### config.mk
export PLATFORM = sky130hd
export DESIGN_NAME = glip_uart_egress_scheduler_flat
export DESIGN_NICKNAME = d
export VERILOG_FILES = /design/src/rtl/glip_uart_egress_scheduler_if.sv /design/src/rtl/glip_uart_egress_scheduler.sv /design/src/flat_wrapper.sv
export SDC_FILE = /design/constraint.sdc
export NUM_CORES = 1
export LEC_CHECK = 0
export BUFFER_PORTS_ARGS = -buffer_cell sky130_fd_sc_hd__buf_2
export CAP_MARGIN = 20
export CORE_MARGIN = 5
export CORE_UTILIZATION = 37
export CTS_CLUSTER_SIZE = 14
export DETAILED_ROUTE_END_ITERATION = 10
export PLACE_DENSITY = 0.56
export SLEW_MARGIN = 10
export SYNTH_ARGS = -nofsm -noshare
export SYNTH_HDL_FRONTEND = slang
export SYNTH_SLANG_ARGS = --single-unit
### constraint.sdc
create_clock -name clk -period 3.1 [get_ports clk]
set_clock_uncertainty 0.05 [all_clocks]
set_input_delay 0.62 -clock clk [delete_from_list [all_inputs] [get_ports clk]]
set_output_delay 0.62 -clock clk [all_outputs]
set_load 0.02 [all_outputs]
### src/rtl/glip_uart_egress_scheduler_if.sv
// Handshake bundle around the egress scheduler: out-FIFO read side, control ack
// request/grant and the UART transmit engine byte handshake.
interface glip_uart_egress_scheduler_if;
  logic [7:0] egress_in_data;
  logic       egress_in_valid;
  logic       egress_in_ready;
  logic       ctrl_ack_req;
  logic [5:0] ctrl_ack_code;
  logic       ctrl_ack_grant;
  logic [7:0] tx_data;
  logic       tx_enable;
  logic       tx_done;

  modport master (
    input  egress_in_data, egress_in_valid, ctrl_ack_req, ctrl_ack_code, tx_done,
    output egress_in_ready, ctrl_ack_grant, tx_data, tx_enable
  );

  modport slave (
    output egress_in_data, egress_in_valid, ctrl_ack_req, ctrl_ack_code, tx_done,
    input  egress_in_ready, ctrl_ack_grant, tx_data, tx_enable
  );
endinterface

### src/rtl/glip_uart_egress_scheduler.sv
// Shares the UART transmitter between data bytes (0xFE escaped), credit-return
// messages and control acknowledges, with saturating credit bookkeeping.
//
// state | meaning
// IDLE  | arbitrating: ack > credit > data, only while uart_cts_n=0
// DATA  | sending the FIFO head byte
// ESC2  | sending the second 0xFE of an escaped data byte
// MSG0  | sending the 0xFE message marker
// MSG1  | sending ack code or upper credit bits
// MSG2  | sending lower credit bits
module glip_uart_egress_scheduler #(
  parameter int unsigned INITIAL_CREDIT   = 4090,
  parameter int unsigned CREDIT_THRESHOLD = 64
) (
  input  logic                                 clk,
  input  logic                                 rst_n,
  glip_uart_egress_scheduler_if.master         sched_bus,
  input  logic                                 transfer_in,
  input  logic                                 uart_cts_n,
  output logic [11:0]                          credit_pending,
  output logic                                 busy
);

  typedef enum logic [2:0] {
    ST_IDLE,
    ST_DATA,
    ST_ESC2,
    ST_MSG0,
    ST_MSG1,
    ST_MSG2
  } state_t;

  localparam logic [7:0]  ESC_BYTE = 8'hFE;
  localparam logic [11:0] INIT_CRD = 12'(INITIAL_CREDIT);
  localparam logic [11:0] THRESH   = 12'(CREDIT_THRESHOLD);

  state_t      state_q, state_d;
  logic        tx_en_q, tx_en_d;
  logic        ready_q, ready_d;
  logic        grant_q, grant_d;
  logic        kind_ack_q, kind_ack_d;
  logic [5:0]  code_q, code_d;
  logic [11:0] snap_q, snap_d;
  logic [7:0]  data_q, data_d;
  logic [11:0] pending_q, pending_d;

  logic        byte_done;
  logic        cred_go;
  logic        take_snap;
  logic [11:0] pending_base;
  logic [12:0] pending_sum;

  assign byte_done = tx_en_q & sched_bus.tx_done;
  // Small credit goes out only when no data is waiting behind it.
  assign cred_go   = (pending_q != 12'd0) &&
                     ((pending_q >= THRESH) || !sched_bus.egress_in_valid);

  always_ff @(posedge clk) begin
    if (!rst_n) begin
      state_q    <= ST_IDLE;
      tx_en_q    <= 1'b0;
      ready_q    <= 1'b0;
      grant_q    <= 1'b0;
      kind_ack_q <= 1'b0;
      code_q     <= 6'd0;
      snap_q     <= 12'd0;
      data_q     <= 8'd0;
      pending_q  <= INIT_CRD;
    end else begin
      state_q    <= state_d;
      tx_en_q    <= tx_en_d;
      ready_q    <= ready_d;
      grant_q    <= grant_d;
      kind_ack_q <= kind_ack_d;
      code_q     <= code_d;
      snap_q     <= snap_d;
      data_q     <= data_d;
      pending_q  <= pending_d;
    end
  end

  always_comb begin
    state_d    = state_q;
    tx_en_d    = tx_en_q;
    ready_d    = 1'b0;
    grant_d    = 1'b0;
    kind_ack_d = kind_ack_q;
    code_d     = code_q;
    snap_d     = snap_q;
    data_d     = data_q;
    take_snap  = 1'b0;

    unique case (state_q)
      ST_IDLE: begin
        // The grant/ready pulse cycle still shows the old request, so it is masked.
        if (!uart_cts_n) begin
          if (sched_bus.ctrl_ack_req && !grant_q) begin
            state_d    = ST_MSG0;
            tx_en_d    = 1'b1;
            kind_ack_d = 1'b1;
            code_d     = sched_bus.ctrl_ack_code;
          end else if (cred_go) begin
            state_d    = ST_MSG0;
            tx_en_d    = 1'b1;
            kind_ack_d = 1'b0;
            snap_d     = pending_q;
            take_snap  = 1'b1;
          end else if (sched_bus.egress_in_valid && !ready_q) begin
            state_d = ST_DATA;
            tx_en_d = 1'b1;
            data_d  = sched_bus.egress_in_data;
          end
        end
      end
      default: begin
        if (byte_done) begin
          tx_en_d = 1'b0;
          unique case (state_q)
            ST_DATA: begin
              if (data_q == ESC_BYTE) begin
                state_d = ST_ESC2;
              end else begin
                state_d = ST_IDLE;
                ready_d = 1'b1;
              end
            end
            ST_ESC2: begin
              state_d = ST_IDLE;
              ready_d = 1'b1;
            end
            ST_MSG0: state_d = ST_MSG1;
            ST_MSG1: begin
              if (kind_ack_q) begin
                state_d = ST_IDLE;
                grant_d = 1'b1;
              end else begin
                state_d = ST_MSG2;
              end
            end
            default: state_d = ST_IDLE;
          endcase
        end else if (!tx_en_q && !uart_cts_n) begin
          tx_en_d = 1'b1;
        end
      end
    endcase

    // A transfer coinciding with a snapshot lands after the subtraction.
    pending_base = take_snap ? 12'd0 : pending_q;
    pending_sum  = {1'b0, pending_base} + {12'd0, transfer_in};
    pending_d    = pending_sum[12] ? 12'hFFF : pending_sum[11:0];
  end

  always_comb begin
    sched_bus.tx_data         = 8'h00;
    sched_bus.tx_enable       = tx_en_q;
    sched_bus.egress_in_ready = ready_q;
    sched_bus.ctrl_ack_grant  = grant_q;
    credit_pending            = pending_q;
    busy                      = (state_q != ST_IDLE);
    unique case (state_q)
      ST_DATA: sched_bus.tx_data = data_q;
      ST_ESC2: sched_bus.tx_data = ESC_BYTE;
      ST_MSG0: sched_bus.tx_data = ESC_BYTE;
      ST_MSG1: sched_bus.tx_data = kind_ack_q ? {2'b11, code_q} : {2'b10, snap_q[11:6]};
      ST_MSG2: sched_bus.tx_data = {2'b10, snap_q[5:0]};
      default: sched_bus.tx_data = 8'h00;
    endcase
  end

endmodule

### src/flat_wrapper.sv
// flat-port wrapper written by rule: the top's interface ports become plain ports
module glip_uart_egress_scheduler_flat 
#(
  parameter int unsigned INITIAL_CREDIT   = 4090,
  parameter int unsigned CREDIT_THRESHOLD = 64
)
  (clk, rst_n, transfer_in, uart_cts_n, credit_pending, busy, sched_bus_egress_in_data, sched_bus_egress_in_valid, sched_bus_ctrl_ack_req, sched_bus_ctrl_ack_code, sched_bus_tx_done, sched_bus_egress_in_ready, sched_bus_ctrl_ack_grant, sched_bus_tx_data, sched_bus_tx_enable);
  glip_uart_egress_scheduler_if sched_bus_i ();
  input  logic clk;
  input  logic rst_n;
  input  logic transfer_in;
  input  logic uart_cts_n;
  output logic [11:0] credit_pending;
  output logic busy;
  input wire logic [$bits(sched_bus_i.egress_in_data)-1:0] sched_bus_egress_in_data;
  input wire logic [$bits(sched_bus_i.egress_in_valid)-1:0] sched_bus_egress_in_valid;
  input wire logic [$bits(sched_bus_i.ctrl_ack_req)-1:0] sched_bus_ctrl_ack_req;
  input wire logic [$bits(sched_bus_i.ctrl_ack_code)-1:0] sched_bus_ctrl_ack_code;
  input wire logic [$bits(sched_bus_i.tx_done)-1:0] sched_bus_tx_done;
  output wire logic [$bits(sched_bus_i.egress_in_ready)-1:0] sched_bus_egress_in_ready;
  output wire logic [$bits(sched_bus_i.ctrl_ack_grant)-1:0] sched_bus_ctrl_ack_grant;
  output wire logic [$bits(sched_bus_i.tx_data)-1:0] sched_bus_tx_data;
  output wire logic [$bits(sched_bus_i.tx_enable)-1:0] sched_bus_tx_enable;
  assign sched_bus_i.egress_in_data = sched_bus_egress_in_data;
  assign sched_bus_i.egress_in_valid = sched_bus_egress_in_valid;
  assign sched_bus_i.ctrl_ack_req = sched_bus_ctrl_ack_req;
  assign sched_bus_i.ctrl_ack_code = sched_bus_ctrl_ack_code;
  assign sched_bus_i.tx_done = sched_bus_tx_done;
  assign sched_bus_egress_in_ready = sched_bus_i.egress_in_ready;
  assign sched_bus_ctrl_ack_grant = sched_bus_i.ctrl_ack_grant;
  assign sched_bus_tx_data = sched_bus_i.tx_data;
  assign sched_bus_tx_enable = sched_bus_i.tx_enable;
  glip_uart_egress_scheduler #(.INITIAL_CREDIT(INITIAL_CREDIT), .CREDIT_THRESHOLD(CREDIT_THRESHOLD)) u_core (.clk(clk), .rst_n(rst_n), .sched_bus(sched_bus_i), .transfer_in(transfer_in), .uart_cts_n(uart_cts_n), .credit_pending(credit_pending), .busy(busy));
endmodule
* Word-level counts from Yosys, hierarchy flattened
Index checks and enable logic that the tools add are counted.
** Operators by class
- $add $sub $neg :: 1
- Multipliers :: 0
- Divide/modulo/power cells :: 0
- Order comparisons :: 1
- Equality and inequality tests :: 8
- Shift operators :: 0
- Multiplexer cells :: 29
- Bitwise operators :: 7
- Reductions and logical operators :: 26
** Operator list (number)
- 8-bit case mux with 4 select lines :: 1
- 3-bit 2-to-1 mux :: 8
- 1-bit 2-to-1 mux :: 15
- 12-bit by 1-bit adder with 13-bit output :: 1
- 12-bit by 7-bit >= comparator with 1-bit output (second input constant) :: 1
- 12-bit 2-to-1 mux :: 1
- 3-bit AND reduction :: 4
- 12-bit nonzero test :: 1
- 3-bit case mux with 3 select lines :: 1
- 8-bit == test (second input constant) :: 1
- 7-bit 2-to-1 mux :: 1
- 3-bit by 2-bit == test with 1-bit output (second input constant) :: 2
- 3-bit == test (second input constant) :: 2
- 1-bit NOT :: 6
- 3-bit nonzero test :: 2
- 1-bit logical NOT :: 5
- 5-bit AND reduction :: 1
- 1-bit logical AND :: 4
- 4-bit by 1-bit inequality test with 1-bit output (second input constant) :: 1
- 4-bit AND reduction :: 1
- 2-bit nonzero test :: 2
- 2-bit OR reduction :: 2
- 4-bit OR reduction :: 1
- 3-bit by 1-bit == test with 1-bit output (second input constant) :: 1
- 7 further kinds :: 7
** Word-level totals
- Flip-flop bits (word level) :: 45
- Bits in latches :: 0
- RAM bits :: 0
- ROM bits :: 0
- Bits of input ports :: 21
- Memories kept :: 0

* Depth between registers and ports, before layout
- Depth after elaboration :: 10
- Depth in mapped cells :: 13
- Mapped depth without buffers :: 11

* Worst setup path after synthesis
No wires, ideal clock.
- Path kind :: register to register
- From :: register u_core.state_q[0]
- To :: register u_core.pending_q[3] (netlist: u_core.credit_pending[3])
- Library setup time :: 136 ps
- Arrival time :: 2649 ps
- Slack :: 265 ps
- Stages on the path, launching flop included :: 14
- Buffers on the path :: 2
- Period minus slack after synthesis :: 2835 ps
- Path through :: dfxtp_1 or3_1 buf_4 nor3_4 o21ai_1 buf_2 and2_1 ha_1 ha_1 and2_1 nand3_1 nor2_1 nor2_1 o21ai_0
** Between the ends
- Longest elaborated chain between the ends :: 5
** Ends and longest elaborated chain
- start: declaration :: RTL line glip_uart_egress_scheduler.sv:37 : state_t state_q, state_d;
- start signal: assignment :: RTL line glip_uart_egress_scheduler.sv:70 : state_q <= state_d;
- 3-bit logical NOT * :: RTL line glip_uart_egress_scheduler.sv:93 : unique case (state_q)
- 1-bit 2-to-1 mux * :: RTL line glip_uart_egress_scheduler.sv:93
- 12-bit 2-to-1 mux * :: RTL line glip_uart_egress_scheduler.sv:149 : pending_base = take_snap ? 12'd0 : pending_q;
- 12-bit by 1-bit adder with 13-bit output * :: RTL line glip_uart_egress_scheduler.sv:150 : pending_sum = {1'b0, pending_base} + {12'd0, transfer_in};
- 2-bit OR reduction (no source line)
- end signal: assignment :: RTL line glip_uart_egress_scheduler.sv:78 : pending_q <= pending_d;
- end: declaration :: RTL line glip_uart_egress_scheduler.sv:45 : logic [11:0] pending_q, pending_d;
Every way passes the cells marked *; elsewhere a longest branch is shown, timed or not.
A chain may end at the register's enable or synchronous reset.

* Worst setup path in the final report
- From :: register u_core.state_q[0]
- To :: register u_core.pending_q[4] (netlist: u_core.credit_pending[4])
The elaborated chain is that of the path after synthesis.

==> impl_metrics.ini <==
[global_routing]
grt_pass1_vias = 1878
grt_overflow = 0
grt_max_degree = 32
grt_usage = 0.162
grt_antenna_before_repair = 0
grt_pass1_wl_um = 9580

[cts]
cts_resized = 0
clkSlewWorstSetupHoldPaths_ns = 0.08
h-tree-depth = 2
cts_tree = built
clkSinkCount = 45
post_cts_buffers = 0
cts-buffers-inserted = 5
postCtsHoldBufs = 0
clk_latency_ns = 0.30
cts_buffer_depth = 2
cts_root_buf = clkbuf_8

[hold_path]
hold_class = reg -> reg

[final_layout]
antenna_cells = 0
synthToLayoutAreaGrowth_pct = 19.4
drive_above_1_share = 0.211
nets = 336

[power_and_ir_drop]
power.leakage_nw = 1.03
power.density_mw_per_mm2 = 611
p_total_w = 0.00159
ir_worst_vdd_mv = 0.271

[synthesis]
synth_area_leaders = dfxtp_1 (41%), nand2_1 (7.4%), a21oi_1 (6.2%)
ys_ff_latch = 45
synth_top_area_frac = 0.414
synth.largest_area_cell = dfxtp_1
syn_area_per_cell_sq_um = 8.16
ys_types = 43
syn_area_sq_mm = 0.00218
synthesis.instances = 267
syn-num-nets = 291
synth_warnings = 0
yosysSeqAreaShare = 0.414

[place]
dp_hpwl_um = 4250
io_buffers = 44
gp_congestion = 0.853

[sta]
maxSlewHeadroom = 0.484
finalSetupTns_ns = 0
timing.fmax_ghz = 0.350
finalHoldViolCount = 0
tightestPinTransition_ns = 0.771
maxSlewViolCount = 0
period_needed_ns = 2.86
min_period_over_period = 0.921
rsz0062_at_grt = no
setup_viol = 0

[route]
firstDrtPassIters = 4
vias_per_cell = 5.23
wl_per_cell_um = 15.0
vias = 2029
drt-initial-drc-count = 91
final_antenna_net_count = 0
drc = 0
drt-total-wl_um = 5830

[setup_path]
endpoint_kind = flip-flop
required_ns = 3.21
cp-start-kind = flip-flop
cp.arrival_ns = 2.97
crit_chain = or3_1 > nor3_4 > o21ai_1 > and2_1 > ha_1 > ha_1 > and2_1 > nand3_1 > nor2_1 > nor2_1 > o21ai_0
criticalPathCategory = reg -> reg
max_stage_delay_ns = 0.52
critPathSlowestCell = or3_1
crit_path_max_fanout = 7

[floorplan]
die_h_um = 86.7
start_util = 0.375
core_sq_mm = 0.00582
pin_count = 45
dieArea_sq_mm = 0.00752
rows = 28
chipWidth_um = 86.7

[job]
drv_cap = 0

[run_status]
status = finished, final reports clean
cell usage in the layout (no fill, tap or decap), types with 9 or more instances in the layout:
cell type,Yosys,routed
dfxtp_1,45,45
buf_2,1,44
nand2_1,43,43
a21oi_1,27,27
nor2_1,25,25
o21ai_0,13,13
nand3_1,12,12
a22oi_1,11,11
mux2i_1,11,11
buf_4,3,9
report_power, final:
part           internal, W  switching [W]  total, W  leakage (nW)
Clock             0.000263       0.000201  0.000464        0.0585
Combinational     0.000162       0.000273  0.000436         0.606
Sequential        0.000633      0.0000544  0.000688         0.368
metal layers:
layer,track usage,vias up,share of wire
li1,-,1028,-
met1,0.221,938,0.48
met2,0.247,54,0.45
met3,0.0428,9,0.057
met4,0.0567,0,0.017
met5,0,-,0
layout make-up:
type | instances | area (sq um)
clock inverters | 1 | 30.0
well taps | 75 | 93.8
clock buffers | 7 | 86.3
fillers | 648 | 3220
repair buffers | 53 | 288
inverters | 7 | 26.3
flip-flops and latches | 45 | 901
multi-input cells | 200 | 1170
path summary, 6_finish.rpt:
kind,start,endpoint,slack (ns),cells after the start
worst min-delay path,u_core.snap_q[5]$_SDFFE_PN0P_,u_core.snap_q[5]$_SDFFE_PN0P_,0.41,2
worst max-delay path,u_core.state_q[0]$_SDFFE_PN0P_,u_core.credit_pending[4]$_SDFF_PP1_,0.24,11
worst max register to register,u_core.state_q[0]$_SDFFE_PN0P_,u_core.credit_pending[4]$_SDFF_PP1_,0.24,11
worst min register to register,u_core.snap_q[5]$_SDFFE_PN0P_,u_core.snap_q[5]$_SDFFE_PN0P_,0.41,2
sequential cells by signal (all words and copies together) (netlist names):
name	cells
u_core.credit_pending	12
u_core.snap_q	12
u_core.data_q	8
u_core.code_q	6
u_core.state_q	3
u_core.kind_ack_q	1
u_core.sched_bus.ctrl_ack_grant	1
u_core.sched_bus.egress_in_ready	1
u_core.sched_bus.tx_enable	1
synthesized netlist by cell type (all sizes together):
cell and count:
buf 5, mux2i 11, nor3b 2, nand4 2
o31ai 1, nand3b 5, nor2 26, clkbuf 10
or4 1, and4 1, o21ai 14, a31oi 1
nor3 4, xnor2 3, o41ai 1, nand3 12
o311ai 1, a31o 1, o21a 1, xor2 3
a22oi 11, or3 2, o221a 1, dfxtp 45
a221o 1, inv 7, and3 6, o211a 1
a211oi 1, nand2 43, nor4 3, and2 4
nor4b 1, a2111oi 1, nor2b 4, ha 3
a21oi 27, a21o 1
metrics by stage:
stage          utilization  cell area, sq um  instances  hold WS, ns  setup WS (ns)
3_3_place_gp         0.427              2480        380        0.395          0.317
2_1_floorplan            -              2180        267        0.386          0.265
5_1_grt              0.447              2600        388        0.425         0.0940
4_1_cts              0.447              2600        388        0.411          0.256
6_report             0.447              2600        388        0.409          0.243
3_5_place_dp         0.427              2480        380        0.399          0.278
worst max-delay path, delay by kind of cell, from the launching register on:
family / cells / cell delay [ns]
adders and majority gates: 2 / 0.38
AOI/OAI and AO/OA: 2 / 0.27
DFF: 1 / 0.31
and+or+nand+nor: 7 / 1.70
cell families (layout without fill, tap and decap cells):
logic type | after synthesis | after routing | share of synthesized area
compound gates | 64 | 64 | 0.183
mux | 11 | 11 | 0.0505
fa+ha+maj | 3 | 3 | 0.0172
buf+inv | 22 | 68 | 0.0471
flops | 45 | 45 | 0.414
xor+xnor | 6 | 6 | 0.0241
simple gates | 116 | 116 | 0.265
(Power assumes the default switching activity.)
